File: config.mk
export PLATFORM = sky130hd
export DESIGN_NAME = fifo_uart_tx
export DESIGN_NICKNAME = d
export VERILOG_FILES = /design/src/rtl/uart_pkg.sv /design/src/rtl/uart_bit_timer.sv /design/src/rtl/fifo_uart_tx.sv
export SDC_FILE = /design/constraint.sdc
export NUM_CORES = 1
export LEC_CHECK = 0
export ABC_AREA = 0
export CORE_MARGIN = 2
export CORE_UTILIZATION = 55
export CTS_BUF_LIST = sky130_fd_sc_hd__clkbuf_4
export CTS_CLUSTER_SIZE = 30
export DETAILED_ROUTE_END_ITERATION = 12
export GPL_ROUTABILITY_DRIVEN = 0
export HOLD_SLACK_MARGIN = 0.15
export PLACE_DENSITY = 0.92
export SYNTH_ARGS = -nofsm -noshare
export SYNTH_HDL_FRONTEND = slang
export SYNTH_SLANG_ARGS = --single-unit
File: constraint.sdc
create_clock -name clk_in -period 2.6 [get_ports clk_in]
set_clock_uncertainty 0.15 [all_clocks]
set_input_delay 0.39 -clock clk_in [delete_from_list [all_inputs] [get_ports clk_in]]
set_output_delay 0.39 -clock clk_in [all_outputs]
set_load 0.1 [all_outputs]
File: src/rtl/uart_pkg.sv
// Shared types and constants for the FIFO-fed UART transmitter.
// Optional even-parity build: define FIFO_UART_TX_PARITY_EN.
package uart_pkg;

    localparam int DATA_BITS   = 8;
    localparam int BYTES_CNT_W = 16;

    // PARITY keeps its encoding in every build so state values never shift.
    typedef enum logic [2:0] {
        IDLE,
        POP,
        LATCH,
        START,
        DATA,
        PARITY,
        STOP
    } tx_state_t;

endpackage

File: src/rtl/uart_bit_timer.sv
// Bit-period timer: counts 0..CLKS_PER_BIT-1, flags the last cycle of each bit,
// and is realigned to 0 by restart_in so frame timing carries no baud jitter.
module uart_bit_timer #(
    parameter int CLKS_PER_BIT = 868,
    parameter int CNT_W        = $clog2(CLKS_PER_BIT)
) (
    input  logic clk_in,
    input  logic rst_n_in,
    input  logic restart_in,
    output logic bit_done_out
);

    localparam logic [CNT_W-1:0] LAST = CNT_W'(CLKS_PER_BIT - 1);

    logic [CNT_W-1:0] cnt;

    // NOTE: sequential state uses non-blocking assignments so every flop samples pre-edge values.
    always_ff @(posedge clk_in or negedge rst_n_in) begin
        if (!rst_n_in) begin
            cnt <= '0;
        end else if (restart_in || cnt == LAST) begin
            cnt <= '0;
        end else begin
            cnt <= cnt + CNT_W'(1);
        end
    end

    assign bit_done_out = (cnt == LAST);

endmodule

File: src/rtl/fifo_uart_tx.sv
// FIFO read-side consumer: pops one byte at a time and serializes it as UART 8N1.
// Define FIFO_UART_TX_PARITY_EN to insert an even-parity bit (8E1 framing).
module fifo_uart_tx
    import uart_pkg::*;
#(
    parameter  int CLKS_PER_BIT = 868,
    localparam int CNT_W        = $clog2(CLKS_PER_BIT)
) (
    input  logic                   clk_in,
    input  logic                   rst_n_in,
    input  logic                   enable_in,
    input  logic                   fifo_empty_in,
    input  logic [DATA_BITS-1:0]   fifo_data_in,
    output logic                   fifo_rd_en_out,
    output logic                   tx_out,
    output logic                   busy_out,
    output logic [BYTES_CNT_W-1:0] bytes_sent_out
);

    localparam logic [2:0] LAST_BIT = 3'(DATA_BITS - 1);

    tx_state_t            state, state_d;
    logic [DATA_BITS-1:0] shreg, shreg_d;
    logic [2:0]           bit_idx, bit_idx_d;
    logic                 bit_done;
    logic                 restart;
    logic                 tx_d, rd_en_d, busy_d;

`ifdef FIFO_UART_TX_PARITY_EN
    logic parity_q;
`endif

    uart_bit_timer #(
        .CLKS_PER_BIT (CLKS_PER_BIT),
        .CNT_W        (CNT_W)
    ) u_bit_timer (
        .clk_in       (clk_in),
        .rst_n_in     (rst_n_in),
        .restart_in   (restart),
        .bit_done_out (bit_done)
    );

    always_ff @(posedge clk_in or negedge rst_n_in) begin
        if (!rst_n_in) begin
            state <= IDLE;
        end else begin
            state <= state_d;
        end
    end

    // NOTE: every combinational output gets a default first so no latch is inferred.
    always_comb begin
        state_d = state;
        case (state)
            IDLE:    if (enable_in && !fifo_empty_in) state_d = POP;
            POP:     state_d = LATCH;
            LATCH:   state_d = START;
            START:   if (bit_done) state_d = DATA;
`ifdef FIFO_UART_TX_PARITY_EN
            DATA:    if (bit_done && bit_idx == LAST_BIT) state_d = PARITY;
            PARITY:  if (bit_done) state_d = STOP;
`else
            DATA:    if (bit_done && bit_idx == LAST_BIT) state_d = STOP;
`endif
            STOP:    if (bit_done) state_d = IDLE;
            default: state_d = IDLE;
        endcase
    end

    // Outputs are computed from the next state and registered, so the line
    // changes exactly on bit boundaries with no input-to-output paths.
    always_comb begin
        shreg_d   = shreg;
        bit_idx_d = bit_idx;
        if (state == LATCH) begin
            shreg_d   = fifo_data_in;
            bit_idx_d = '0;
        end else if (state == DATA && bit_done) begin
            shreg_d   = shreg >> 1;
            bit_idx_d = bit_idx + 3'd1;
        end

        restart = (state == LATCH);
        rd_en_d = (state_d == POP);
        busy_d  = (state_d != IDLE);

        case (state_d)
            START:   tx_d = 1'b0;
            DATA:    tx_d = shreg_d[0];
`ifdef FIFO_UART_TX_PARITY_EN
            PARITY:  tx_d = parity_q;
`endif
            default: tx_d = 1'b1;
        endcase
    end

    // NOTE: the shift register is a handful of flops, not a memory, so it is reset with the rest.
    always_ff @(posedge clk_in or negedge rst_n_in) begin
        if (!rst_n_in) begin
            tx_out         <= 1'b1;
            fifo_rd_en_out <= 1'b0;
            busy_out       <= 1'b0;
            bytes_sent_out <= '0;
            shreg          <= '0;
            bit_idx        <= '0;
        end else begin
            tx_out         <= tx_d;
            fifo_rd_en_out <= rd_en_d;
            busy_out       <= busy_d;
            shreg          <= shreg_d;
            bit_idx        <= bit_idx_d;
            if (state == STOP && bit_done) begin
                bytes_sent_out <= bytes_sent_out + BYTES_CNT_W'(1);
            end
        end
    end

`ifdef FIFO_UART_TX_PARITY_EN
    always_ff @(posedge clk_in or negedge rst_n_in) begin
        if (!rst_n_in) begin
            parity_q <= 1'b0;
        end else if (state == LATCH) begin
            parity_q <= ^fifo_data_in;
        end
    end
`endif

endmodule

# After elaboration in Yosys (flattened, before gate mapping)
# Index checks and enable logic that the tools add are counted.
[word_totals]
inputBits = 12
reg_bits = 43
elab_cells = 42
[op_classes]
reduce_logical = 9
muxes = 11
addsub = 3
n_eq_ne = 10
[ops]
columns = ["op", "n"]
rows = [
  ["2-to-1 mux 3 bit", 6],
  ["case mux 3 bit (6 select lines)", 1],
  ["adder 16 x 1 -> 16 bit (second input constant)", 1],
  ["2-to-1 mux 8 bit", 2],
  ["equality test 3 bit (second input constant)", 4],
  ["adder 10 x 1 -> 10 bit (second input constant)", 1],
  ["equality test 10 bit (second input constant)", 1],
  ["2-to-1 mux 10 bit", 1],
  ["equality test 3 x 2 -> 1 bit (second input constant)", 3],
  ["equality test 3 x 1 -> 1 bit (second input constant)", 2],
  ["logical AND 1 bit", 4],
  ["adder 3 x 1 -> 3 bit (second input constant)", 1],
  ["zero test 3 bit", 1],
  ["nonzero test 3 bit", 1],
  ["case mux 1 bit (2 select lines)", 1],
  ["nonzero test 2 bit", 1],
  ["zero test 1 bit", 1],
  ["logical OR 1 bit", 1],
]

# Depth between registers and ports, before layout
[depth]
word_depth = 6
mapped_depth = 7
depth_no_buf = 7

# By module
# A second synthesis with hierarchy kept.
[hier_totals]
cells_unflattened = 195
hier_area_um2 = 2117.0
[by_module_without_submodules]
columns = ["mod", "seq_area_each_um2", "cells_per_inst", "area_each_um2", "instances"]
rows = [
  ["fifo_uart_tx", 827.0, 143, 1602.8, 1],
  ["uart_bit_timer", 250.2, 52, 514.2, 1],
]

# Worst setup path after synthesis
# No wires, ideal clock.
[synth_path]
kind = "register to register"
start = "reg bytes_sent_out[2]"
end = "reg bytes_sent_out[8]"
path_slack_ps = 262
n_path_buf = 1
setup_time_ps = 159
t_arrival_ps = 2029
required_ps = 2291
path_stages_with_launch = 7
path_cell_list = "dfrtp_1 -> nand4b_1 -> nor4_4 -> and4_1 -> buf_4 -> nand3_1 -> xnor2_1"
[synth_via]
elab_chain_len = 1
[synth_rtl]
columns = ["element", "line", "text"]
rows = [
  ["start: declaration", "fifo_uart_tx.sv:17", "output logic [BYTES_CNT_W-1:0] bytes_sent_out"],
  ["start signal: assignment", "fifo_uart_tx.sv:113", "bytes_sent_out <= bytes_sent_out + BYTES_CNT_W'(1);"],
  ["adder 16 x 1 -> 16 bit", "fifo_uart_tx.sv:113", ""],
]
# Every way passes these cells.
# A chain may end at the register's enable or synchronous reset.

# Worst setup path in the final report
[layout_path]
start = "reg u_bit_timer.cnt[0]"
end = "reg bytes_sent_out[8]"
[layout_via]
elab_chain_len = 2
[layout_rtl]
columns = ["element", "line", "text"]
rows = [
  ["start: declaration", "uart_bit_timer.sv:15", "logic [CNT_W-1:0] cnt;"],
  ["start signal: assignment", "uart_bit_timer.sv:24", "cnt <= cnt + CNT_W'(1);"],
  ["equality test 10 bit", "uart_bit_timer.sv:28", "assign bit_done_out = (cnt == LAST);"],
  ["logical AND 1 bit", "fifo_uart_tx.sv:112", "if (state == STOP && bit_done) begin"],
]
# Every way passes these cells.

==> flow_results.xml <==
<?xml version="1.0" encoding="UTF-8"?>
<metrics>
  <group name="worst_setup_path">
    <metric name="critical_path.max_stage_delay" unit="ps">420</metric>
    <metric name="timing.critical_path.slowest_stage_cell" unit="">sky130_fd_sc_hd__nor4_4</metric>
    <metric name="crit_path_start_kind" unit="">register</metric>
    <metric name="critPathCaptureType" unit="">register</metric>
    <metric name="critPathMaxFanout" unit="">5</metric>
    <metric name="critical_path.cell_chain" unit="">ha_1 &gt; nand4b_1 &gt; nor4_4 &gt; and4_1 &gt; nand3_1 &gt; xnor2_1</metric>
    <metric name="critical_path_class" unit="">register to register</metric>
    <metric name="worstPathRequired" unit="ps">2710</metric>
    <metric name="worst_ep_arrival_time" unit="ps">2350</metric>
  </group>
  <group name="floorplan">
    <metric name="die_height" unit="µm">64.1</metric>
    <metric name="rows" unit="">21</metric>
    <metric name="design.die.area" unit="mm²">0.00411</metric>
    <metric name="start_util" unit="">0.582</metric>
    <metric name="area_of_the_core_region" unit="mm²">0.00342</metric>
    <metric name="top_level_ports" unit="">31</metric>
    <metric name="die-width" unit="µm">64.1</metric>
  </group>
  <group name="drt">
    <metric name="drt-initial-drc-count" unit="">77</metric>
    <metric name="drt_drc_violations_left" unit="">0</metric>
    <metric name="routed_wire_length_per_instance" unit="µm">13.4</metric>
    <metric name="routed_wirelength" unit="µm">3590</metric>
    <metric name="met1_length" unit="µm">1640</metric>
    <metric name="highest-signal-layer" unit="">met4</metric>
    <metric name="postRouteAntennaNets" unit="">0</metric>
    <metric name="met2_length" unit="µm">1700</metric>
    <metric name="via_count" unit="">1431</metric>
    <metric name="firstDrtPassIters" unit="">4</metric>
    <metric name="post_drt_via_cell_ratio" unit="">5.34</metric>
    <metric name="routed-wl-met3" unit="µm">198</metric>
  </group>
  <group name="logic_synthesis">
    <metric name="seq_area_frac_synth" unit="">0.542</metric>
    <metric name="synth_area_in_simple_gates" unit="">0.232</metric>
    <metric name="synth.lib_cells_used.distinct" unit="">37</metric>
    <metric name="largest_family_of_logic_cells_by_synthesized_area" unit="">simple AND/OR/NAND/NOR gates</metric>
    <metric name="synth-seq-cells" unit="">43</metric>
    <metric name="syn-cell-area" unit="mm²">0.00199</metric>
    <metric name="postSynth.asyncResetShare" unit="">1.00</metric>
    <metric name="synth-edff-count" unit="">0</metric>
    <metric name="synth_adder_area_share" unit="">0.0252</metric>
    <metric name="xor_xnor_cell_area_share_of_the_yosys_netlist" unit="">0.101</metric>
    <metric name="syn_area_per_cell" unit="µm²">10.6</metric>
    <metric name="synth_mux_area_frac" unit="">0.0113</metric>
    <metric name="synth-compound-area-share" unit="">0.0636</metric>
    <metric name="yosysWarnings" unit="">0</metric>
    <metric name="gate_count_post_synth" unit="">187</metric>
    <metric name="synth_ff_type" unit="">sky130_fd_sc_hd__dfrtp_1</metric>
    <metric name="syn_nets" unit="">203</metric>
  </group>
  <group name="pwr">
    <metric name="power_leakage" unit="nW">1.15</metric>
    <metric name="ir_worst_vdd" unit="µV">475</metric>
    <metric name="p_per_area" unit="mW/mm²">475</metric>
  </group>
  <group name="timing">
    <metric name="fmax" unit="MHz">446</metric>
    <metric name="worst-slew-pin-transition" unit="ps">427</metric>
    <metric name="remaining_max_slew_budget_at_the_tightest_pin" unit="">0.715</metric>
    <metric name="finalHoldViolCount" unit="">0</metric>
    <metric name="tcrit_tclk_final" unit="">0.861</metric>
    <metric name="setup-tns-final" unit="ps">0</metric>
    <metric name="setup_violations" unit="">0</metric>
    <metric name="setup_repair_after_global_routing_missed_its_margin" unit="">no</metric>
    <metric name="min_period" unit="ps">2240</metric>
    <metric name="finalHoldWorstSlack" unit="ps">333</metric>
    <metric name="timing_max_transition_violations_final" unit="">0</metric>
  </group>
  <group name="place">
    <metric name="io_buffers" unit="">30</metric>
    <metric name="postPlaceCellArea" unit="mm²">0.00228</metric>
    <metric name="detailed_placement_wirelength_estimate" unit="µm">2630</metric>
    <metric name="placedCellCount" unit="">259</metric>
  </group>
  <group name="clocking">
    <metric name="cts.root.buffer_cell" unit="">sky130_fd_sc_hd__clkbuf_4</metric>
    <metric name="numCtsBuffers" unit="">5</metric>
    <metric name="cts-root-to-sink-buffers" unit="">2</metric>
    <metric name="clk_pin_slew" unit="ps">120</metric>
    <metric name="tritoncts_clock_tree" unit="">done</metric>
    <metric name="clock_network_latency_to_the_later_pin_of_the_worst_skew_pair" unit="ps">360</metric>
    <metric name="post_cts_resized" unit="">0</metric>
    <metric name="cts.sink_count" unit="">43</metric>
    <metric name="htreeDepth" unit="">2</metric>
  </group>
  <group name="cells_and_area">
    <metric name="mostFrequentLayoutCell" unit="">sky130_fd_sc_hd__dfrtp_1</metric>
    <metric name="insertedDiodeCount" unit="">0</metric>
    <metric name="final_net_count" unit="">237</metric>
    <metric name="layout_cells_sized_above_1" unit="">0.185</metric>
    <metric name="area_growth" unit="%">19.2</metric>
    <metric name="count_of_non_filler_cells_in_the_finished_layout" unit="">268</metric>
    <metric name="finish.instance_area" unit="mm²">0.00237</metric>
    <metric name="layout_common_cells" unit="">sky130_fd_sc_hd__dfrtp_1 (42), sky130_fd_sc_hd__nand2_1 (26), sky130_fd_sc_hd__buf_4 (22)</metric>
    <metric name="n_fill_cell" unit="">281</metric>
  </group>
  <group name="global_routing">
    <metric name="grt_remaining_overflow" unit="">0</metric>
    <metric name="grt_first_pass_wirelength" unit="µm">6410</metric>
    <metric name="grt_util_all_layers" unit="">0.205</metric>
    <metric name="antenna_found_initial" unit="">0</metric>
    <metric name="grt_pass1_vias" unit="">1396</metric>
    <metric name="grt_start_max_net_pins" unit="">24</metric>
  </group>
  <group name="flow_run">
    <metric name="drv_cap" unit="">0</metric>
  </group>
  <group name="outcome">
    <metric name="outcome" unit="">complete, no violations</metric>
  </group>
  <group name="min_path">
    <metric name="hold_path.class" unit="">register to register</metric>
  </group>
</metrics>
-- routing by layer --
layer	global-route usage	up-vias
li1	-	707
met1	0.265	684
met2	0.327	34
met3	0.0651	6
met4	0.0691	0
met5	0	-
-- registers in the layout, summed over array words and instances (netlist names) --
| name | flops |
|---|---|
| bytes_sent_out | 16 |
| u_bit_timer.cnt | 10 |
| shreg | 8 |
| bit_idx | 3 |
| state | 3 |
| busy_out | 1 |
| fifo_rd_en_out | 1 |
| tx_out | 1 |
-- power breakdown --
group	total, mW	switching [mW]	internal, mW
logic	0.0364	0.0180	0.0184
clock network	0.411	0.213	0.198
registers	0.678	0.00352	0.675
total	1.13	0.235	0.891
-- cell type report --
class / instances / area [µm²] / area share
Clock buffer: 5 / 37.5 / 0.0158
Clock inverter: 3 / 38.8 / 0.0164
Inverter: 4 / 15.0 / 0.00634
Multi-Input combinational cell: 133 / 862 / 0.364
Sequential cell: 43 / 1080 / 0.455
Tap cell: 46 / 57.6 / 0.0243
Timing Repair Buffer: 34 / 280 / 0.118
-- through the flow --
stage	utilization	setup WS [ps]	power (mW)
global placement	0.668	488	0.726
CTS	0.693	349	1.13
floorplan	-	262	0.696
finish	0.693	360	1.13
global route	0.693	209	1.17
detailed placement	0.668	361	0.728
-- cell usage after synthesis (2+ instances only) --
cell type | number | share of area
sky130_fd_sc_hd__dfrtp_1 | 42 | 0.53
sky130_fd_sc_hd__nand2_1 | 26 | 0.049
sky130_fd_sc_hd__xnor2_1 | 17 | 0.075
sky130_fd_sc_hd__nor2_1 | 15 | 0.028
sky130_fd_sc_hd__nand3_1 | 13 | 0.033
sky130_fd_sc_hd__and3_1 | 8 | 0.025
sky130_fd_sc_hd__a22oi_1 | 6 | 0.023
sky130_fd_sc_hd__xor2_1 | 6 | 0.026
sky130_fd_sc_hd__o21ai_0 | 5 | 0.013
sky130_fd_sc_hd__clkbuf_1 | 4 | 0.0076
sky130_fd_sc_hd__ha_1 | 4 | 0.025
sky130_fd_sc_hd__inv_1 | 4 | 0.0076
sky130_fd_sc_hd__or2_2 | 3 | 0.0094
sky130_fd_sc_hd__a21oi_1 | 2 | 0.0050
sky130_fd_sc_hd__a31oi_1 | 2 | 0.0063
sky130_fd_sc_hd__and2_1 | 2 | 0.0063
sky130_fd_sc_hd__and4_1 | 2 | 0.0088
sky130_fd_sc_hd__buf_2 | 2 | 0.0050
sky130_fd_sc_hd__mux2_2 | 2 | 0.011
sky130_fd_sc_hd__nand2b_1 | 2 | 0.0063
sky130_fd_sc_hd__nand4b_1 | 2 | 0.0088
sky130_fd_sc_hd__nor2b_1 | 2 | 0.0063
sky130_fd_sc_hd__nor3_1 | 2 | 0.0050
-- worst paths after layout --
path,slack [ps],cells after the start,startpoint,end
min in group asynchronous,350,2,rst_n_in,bytes_sent_out[12]
max reg2reg,360,6,u_bit_timer.cnt[0],bytes_sent_out[8]
min,330,1,bytes_sent_out[15],bytes_sent_out[15]
min reg2reg,330,1,bytes_sent_out[15],bytes_sent_out[15]
max,360,6,u_bit_timer.cnt[0],bytes_sent_out[8]
max in group asynchronous,1300,3,rst_n_in,bytes_sent_out[11]
-- kinds of logic after synthesis --
| kind of cell | after synthesis |
|---|---|
| flip-flops | 43 |
| buffers and inverters | 11 |
| adder cells (fa/ha/maj) | 4 |
| multiplexers | 2 |
| AO/OA/AOI/OAI | 19 |
| XOR/XNOR | 23 |
| AND/OR/NAND/NOR | 85 |
-- what timing repair did --
| item | in CTS | in global routing |
|---|---|---|
| setup buffers | 0 | 0 |
| hold endpoints to repair | 20 | 0 |
| hold buffers | 1 | 0 |
-- critical path: cells and delay by family (launching register included) --
family	cells	cell delay, ps
and+or+nand+nor	4	1230
DFF	1	410
adders and majority gates	1	220
xor gates and xnor gates	1	150
Power figures use the tool's default switching activity.
